## src/rtl/top_mod.sv

```systemverilog
// Execute/write-back stage of the 8-bit accumulator processor.
// Each instruction takes two clocks: EXEC computes, DONE presents results.
module top_mod (
  input  logic       clk,
  input  logic       reset,
  input  logic [4:0] StageRegInstr_out,
  input  logic [2:0] StageRegAddrMode_out,
  input  logic [7:0] StageRegData_out,
  input  logic [7:0] StageRegPCtr_out,
  input  logic [7:0] InteruptAdrReg,
  output logic [7:0] ACCout,
  output logic       coutRegout,
  output logic       zeroRegout,
  output logic       overflowRegout,
  output logic [7:0] NextPctr,
  output logic       StageComplete
);

  localparam logic [4:0] OP_NOP = 5'b00000, OP_LDA = 5'b00001, OP_STA = 5'b00010,
                         OP_CLA = 5'b00011, OP_AND = 5'b00100, OP_OR  = 5'b00101,
                         OP_XOR = 5'b00110, OP_NOT = 5'b00111, OP_ADD = 5'b01000,
                         OP_ADC = 5'b01001, OP_SUB = 5'b01010, OP_SBC = 5'b01011,
                         OP_INC = 5'b01100, OP_DEC = 5'b01101, OP_SHL = 5'b01110,
                         OP_SHR = 5'b01111, OP_JMP = 5'b10000, OP_JZ  = 5'b10001,
                         OP_JC  = 5'b10010, OP_JV  = 5'b10011, OP_INT = 5'b10100;

  typedef enum logic {EXEC, DONE} state_t;

  state_t      state, state_next;
  logic [7:0]  mem [16];
  logic [7:0]  pc_sum, operand, pc_inc;
  logic [3:0]  ea;
  logic        is_imm;
  logic [7:0]  ar_b;
  logic        ar_cin, ar_sub, ar_v;
  logic [8:0]  arith;
  logic [7:0]  acc_n, npc_n;
  logic        c_n, z_n, v_n, mem_we;

  // Operand resolution; immediate forms (000 and 1xx) use Data directly,
  // which also makes the operand double as the jump target in every mode.
  always_comb begin
    pc_sum = StageRegPCtr_out + StageRegData_out;
    is_imm = (StageRegAddrMode_out == 3'b000) || StageRegAddrMode_out[2];
    case (StageRegAddrMode_out)
      3'b010:  ea = mem[StageRegData_out[3:0]][3:0];
      3'b011:  ea = pc_sum[3:0];
      default: ea = StageRegData_out[3:0];
    endcase
    operand = is_imm ? StageRegData_out : mem[ea];
    pc_inc  = StageRegPCtr_out + 8'd1;
  end

  // Shared adder/subtractor; arith[8] is carry for adds and borrow for subtracts.
  assign ar_sub = (StageRegInstr_out == OP_SUB) || (StageRegInstr_out == OP_SBC) ||
                  (StageRegInstr_out == OP_DEC);
  assign ar_b   = ((StageRegInstr_out == OP_INC) || (StageRegInstr_out == OP_DEC)) ? 8'd1 : operand;
  assign ar_cin = ((StageRegInstr_out == OP_ADC) || (StageRegInstr_out == OP_SBC)) ? coutRegout : 1'b0;
  assign arith  = ar_sub ? ({1'b0, ACCout} - {1'b0, ar_b} - {8'd0, ar_cin})
                         : ({1'b0, ACCout} + {1'b0, ar_b} + {8'd0, ar_cin});
  assign ar_v   = ar_sub ? ((ACCout[7] != ar_b[7]) && (arith[7] != ACCout[7]))
                         : ((ACCout[7] == ar_b[7]) && (arith[7] != ACCout[7]));

  always_comb begin
    state_next    = (state == EXEC) ? DONE : EXEC;
    StageComplete = (state == DONE);
    acc_n  = ACCout;
    c_n    = coutRegout;
    z_n    = zeroRegout;
    v_n    = overflowRegout;
    npc_n  = pc_inc;
    mem_we = 1'b0;
    case (StageRegInstr_out)
      OP_LDA: begin acc_n = operand;           v_n = 1'b0; z_n = (acc_n == 8'd0); end
      OP_STA: mem_we = 1'b1;
      OP_CLA: begin acc_n = 8'd0;              v_n = 1'b0; z_n = 1'b1; end
      OP_AND: begin acc_n = ACCout & operand;  v_n = 1'b0; z_n = (acc_n == 8'd0); end
      OP_OR:  begin acc_n = ACCout | operand;  v_n = 1'b0; z_n = (acc_n == 8'd0); end
      OP_XOR: begin acc_n = ACCout ^ operand;  v_n = 1'b0; z_n = (acc_n == 8'd0); end
      OP_NOT: begin acc_n = ~ACCout;           v_n = 1'b0; z_n = (acc_n == 8'd0); end
      OP_ADD, OP_ADC, OP_SUB, OP_SBC, OP_INC, OP_DEC: begin
        acc_n = arith[7:0];
        c_n   = arith[8];
        v_n   = ar_v;
        z_n   = (arith[7:0] == 8'd0);
      end
      OP_SHL: begin acc_n = {ACCout[6:0], 1'b0}; c_n = ACCout[7]; v_n = 1'b0; z_n = (acc_n == 8'd0); end
      OP_SHR: begin acc_n = {1'b0, ACCout[7:1]}; c_n = ACCout[0]; v_n = 1'b0; z_n = (acc_n == 8'd0); end
      OP_JMP: npc_n = operand;
      OP_JZ:  if (zeroRegout)     npc_n = operand;
      OP_JC:  if (coutRegout)     npc_n = operand;
      OP_JV:  if (overflowRegout) npc_n = operand;
      OP_INT: npc_n = InteruptAdrReg;
      default: ;
    endcase
  end

  // Results commit on the EXEC->DONE edge; reset aborts any pending write.
  always_ff @(posedge clk or posedge reset) begin
    if (reset) begin
      state          <= EXEC;
      ACCout         <= 8'd0;
      coutRegout     <= 1'b0;
      zeroRegout     <= 1'b0;
      overflowRegout <= 1'b0;
      NextPctr       <= 8'd0;
      for (int i = 0; i < 16; i++) mem[i] <= 8'd0;
    end else begin
      state <= state_next;
      if (state == EXEC) begin
        ACCout         <= acc_n;
        coutRegout     <= c_n;
        zeroRegout     <= z_n;
        overflowRegout <= v_n;
        NextPctr       <= npc_n;
        if (mem_we) mem[ea] <= ACCout;
      end
    end
  end

endmodule

```

## config.mk

```make
export PLATFORM = sky130hd
export DESIGN_NAME = top_mod
export DESIGN_NICKNAME = d
export VERILOG_FILES = /design/src/rtl/top_mod.sv
export SDC_FILE = /design/constraint.sdc
export NUM_CORES = 1
export LEC_CHECK = 0
export CAP_MARGIN = 20
export CORE_AREA = 2 2 136 138
export DETAILED_ROUTE_END_ITERATION = 8
export DIE_AREA = 0 0 138 140
export MAX_ROUTING_LAYER = met4
export PLACE_DENSITY = 0.76
export SLEW_MARGIN = 15
export SYNTH_ARGS = -nofsm -noshare
export SYNTH_HDL_FRONTEND = slang
export SYNTH_SLANG_ARGS = --single-unit
```

## constraint.sdc

```tcl
create_clock -name clk -period 5.14 [get_ports clk]
set_input_delay 0.514 -clock clk [delete_from_list [all_inputs] [get_ports clk]]
set_output_delay 0.514 -clock clk [all_outputs]
set_load 0.005 [all_outputs]
```

==> key figures <==
Pwr
  • Total power draw: 3690 uW
  • Cell leakage power: 0.00563 uW
  • Pwr/cell area: 301 nW/um^2
  • Net Sw Frac: 33.2%
  • Logic pwr share: 30.9%
  • Int Pwr: 2470 uW
  • Clk pwr share: 33.6%
  • Psw: ~1200 uW
  • Reg power frac: 35.4%
  • Peak supply drop: 0.219 mV

Logic synthesis
  • Top post-synthesis cells by area: dfrtp_1, mux2_2, mux2i_1
  • Post-synth top area cell: dfrtp_1
  • Distinct cell type count after synthesis: 67
  • Post-synth ARST share: 100%
  • Main synth FF type: dfrtp_1
  • Post-synth EDFFs: 0
  • Post-synthesis adder-cell area fraction: under 10%
  • Mux contribution to synthesized area: 24.2%
  • Largest family of logic cells by synthesized area: multiplexers
  • #FFs+latches synth: 148
  • XOR/XNOR Fraction of Synth Area: 2.08%
  • Synth Area in Compound Gates: 14.1%
  • Cells after Synth: roughly 940
  • Yosys warning count: 0
  • Synth Area in Simple Gates: 10.6%
  • Synthesized area per cell: 10.3 sq um
  • Post-synthesis sequential area ratio: 38.2%
  • Share of the synthesized area in the top cell type: 38.2%
  • Mapped Nets: 1024
  • Mapped Area: 9680 sq um

Route
  • DRT iter0 DRCs: roughly 870
  • DRC violations left: 0
  • Final WL: 30400 um
  • Post-route ant nets: 0
  • Vias: 8433
  • Average wire per standard cell: 22.6 um
  • Vias per std cell: 6.26
  • DRT Pass-1 Iters: 8

GRT
  • Initial antenna violation count: 1
  • Tot GR Track Use: 32.6%
  • Largest net degree at the start of global routing: 86
  • First-pass GRT wire length: 47600 um
  • Vias in the first global route: 8525
  • GRT overflow: 0

Worst setup path
  • Startpoint Class: primary input
  • WS Path Type: in -> reg
  • Slowest cell on crit path: fa_2
  • CP dominant cell by count: a21oi_2
  • Crit path capture type: flop
  • WP data arrival: 5.66 ns
  • WP data required: roughly 5.5 ns
  • R2r setup slk: -0.11 ns
  • Slowest stage delay, CP: approximately 0.49 ns
  • Worst Path Max Fanout: 5

Min path
  • Hold Crit Class: reg -> reg

Cells and area
  • Nets: 1185
  • Design area: 12300 sq um
  • Most common cell after layout, fill and taps aside: dfrtp_1
  • Share of cells above drive strength 1: 34.5%
  • Final std cells w/o fill: 1348
  • Most frequent cells in the layout: dfrtp_1, buf_4, mux2_2
  • Fillers: around 1300
  • Synth-to-Final Area Change: 26.8%

Placement
  • Detail Placement HPWL: about 22000 um
  • IO Port Bufs: 53
  • Routability congestion estimate from global placement: just under 1
  • Placed cells: 1301
  • Cell Area, Placed: roughly 11000 sq um

STA
  • Final setup viols: 4
  • Clk_skew: 0.0100 ns
  • Fin crit share: 103%
  • RSZ-0062 raised after global routing: true
  • Slew margin rel.: a little under a third
  • Final Hold Violating Endpoints: 0
  • Max frequency: 189 MHz
  • Slew Viols, Final: 0
  • Final WS setup: -0.159 ns
  • Worst-margin pin slew: 1.03 ns
  • Final setup TNS: -0.412 ns
  • Tmin final: 5.30 ns

Floorplan
  • Cell Rows: 49
  • Full die area: approximately 19000 sq um
  • Core Region: 17800 sq um
  • Die height: 140 um
  • Initial core utilization: 54.5%
  • # IOs: 54
  • Die width: 138 um

Clock tree
  • Clock slew seen by the registers of the worst setup and hold paths: 0.06 ns
  • CTS Buf Count: 17
  • CTS tree: built
  • Clk buf depth: 2
  • # hold bufs at CTS: 0
  • Htree depth: 4
  • CTS Root Cell: clkbuf_16
  • Clk_lat worst skew: between 0.4 and 0.5 ns
  • Clock tree sinks: 148

Status
  • Status: finished with violations
  • Failing checks: setup timing

Run
  • MaxCap Viol Count: 0
## cell families after synthesis
kind of cell / after synthesis
multiplexers: 199
buffers and inverters: 101
AO/OA/AOI/OAI: 204
flip-flops: 148
XOR/XNOR: 23
adder cells (fa/ha/maj): 46
AND/OR/NAND/NOR: 223
## metal layers
| layer | part of all wire, % | wire length [um] | vias up | GRT usage [%] |
|---|---|---|---|---|
| li1 | - | - | 3773 | - |
| met1 | 41 | 12600 | 4161 | 41.7 |
| met2 | 47 | 14200 | 389 | 50.9 |
| met3 | 7.4 | 2240 | 110 | 6.43 |
| met4 | 4.4 | 1340 | 0 | 13.9 |
| met5 | 0 | 0 | - | - |
## state kept, by name (all words and copies together) (netlist names)
signal / count
NextPctr: 8
coutRegout: 1
StageComplete: 1
ACCout: 8
overflowRegout: 1
mem: 128
zeroRegout: 1
## cells in the mapped netlist, types with 8 or more instances
cell type	instances
a21oi_1	36
buf_2	10
buf_4	9
clkbuf_1	32
dfrtp_1	148
ha_1	41
inv_1	46
mux2_2	109
mux2i_1	73
mux4_2	17
nand2_1	103
nand2b_1	10
nor2_1	43
nor2_2	11
nor3_1	9
o21ai_0	59
o22ai_1	10
xnor2_1	15
xor2_1	8
## critical path: cells and delay by family
| kind | cells | cell delay (ns) |
|---|---|---|
| compound gates | 15 | 2.35 |
| xor+xnor | 1 | 0.21 |
| fa+ha+maj | 3 | 1.01 |
| buf+inv | 3 | 0.76 |
| mux | 1 | 0.15 |
| simple gates | 3 | 0.67 |
## power groups by stage
stage | Sequential, uW | Clock, uW | Combinational (uW)
2_1_floorplan | 1290 | 0 | 589
3_3_place_gp | 1320 | 0 | 994
3_5_place_dp | 1320 | 0 | 1010
4_1_cts | 1300 | 1240 | 1080
5_1_grt | 1310 | 1290 | 1220
6_report | 1310 | 1240 | 1140
## per-stage QoR
stage | setup slack, ns | hold slack [ns] | utilization (%)
after CTS | -0.240 | 0.481 | 67.9
after global routing | -0.395 | 0.488 | 69.0
after detailed placement | -1.20 | 0.467 | 63.4
after global placement | -1.08 | 0.461 | 63.4
after floorplan | -0.0109 | 0.449 | -
final | -0.159 | 0.480 | 69.0
## final timing paths
check | end | startpoint | cells after the start
max | zeroRegout | StageRegData_out[2] | 26
min | NextPctr[5] | NextPctr[5] | 1
max reg2reg | zeroRegout | mem[3] | 25
min reg2reg | NextPctr[5] | NextPctr[5] | 1
max in group asynchronous | NextPctr[7] | reset | 3
min in group asynchronous | mem[76] | reset | 2
## area by class of cell
class                      count  area [sq um]  share of cell area [%]
timing repair buffer         196          1660                    13.5
clock buffer                  18           439                    3.58
multi-input combinational    695          5860                    47.8
clock inverter                14           143                    1.16
tap                          229           287                    2.33
sequential                   148          3700                    30.2
inverter                      47           181                    1.48
antenna                        1          2.50                  0.0204
## what timing repair did
item	in CTS	in global routing
gates resized for setup	51	47
hold endpoints to repair	0	0
setup buffers	11	3
pin swaps	29	33
setup endpoints to repair	8	7
Note: power is estimated with default switching activity, not from simulation.
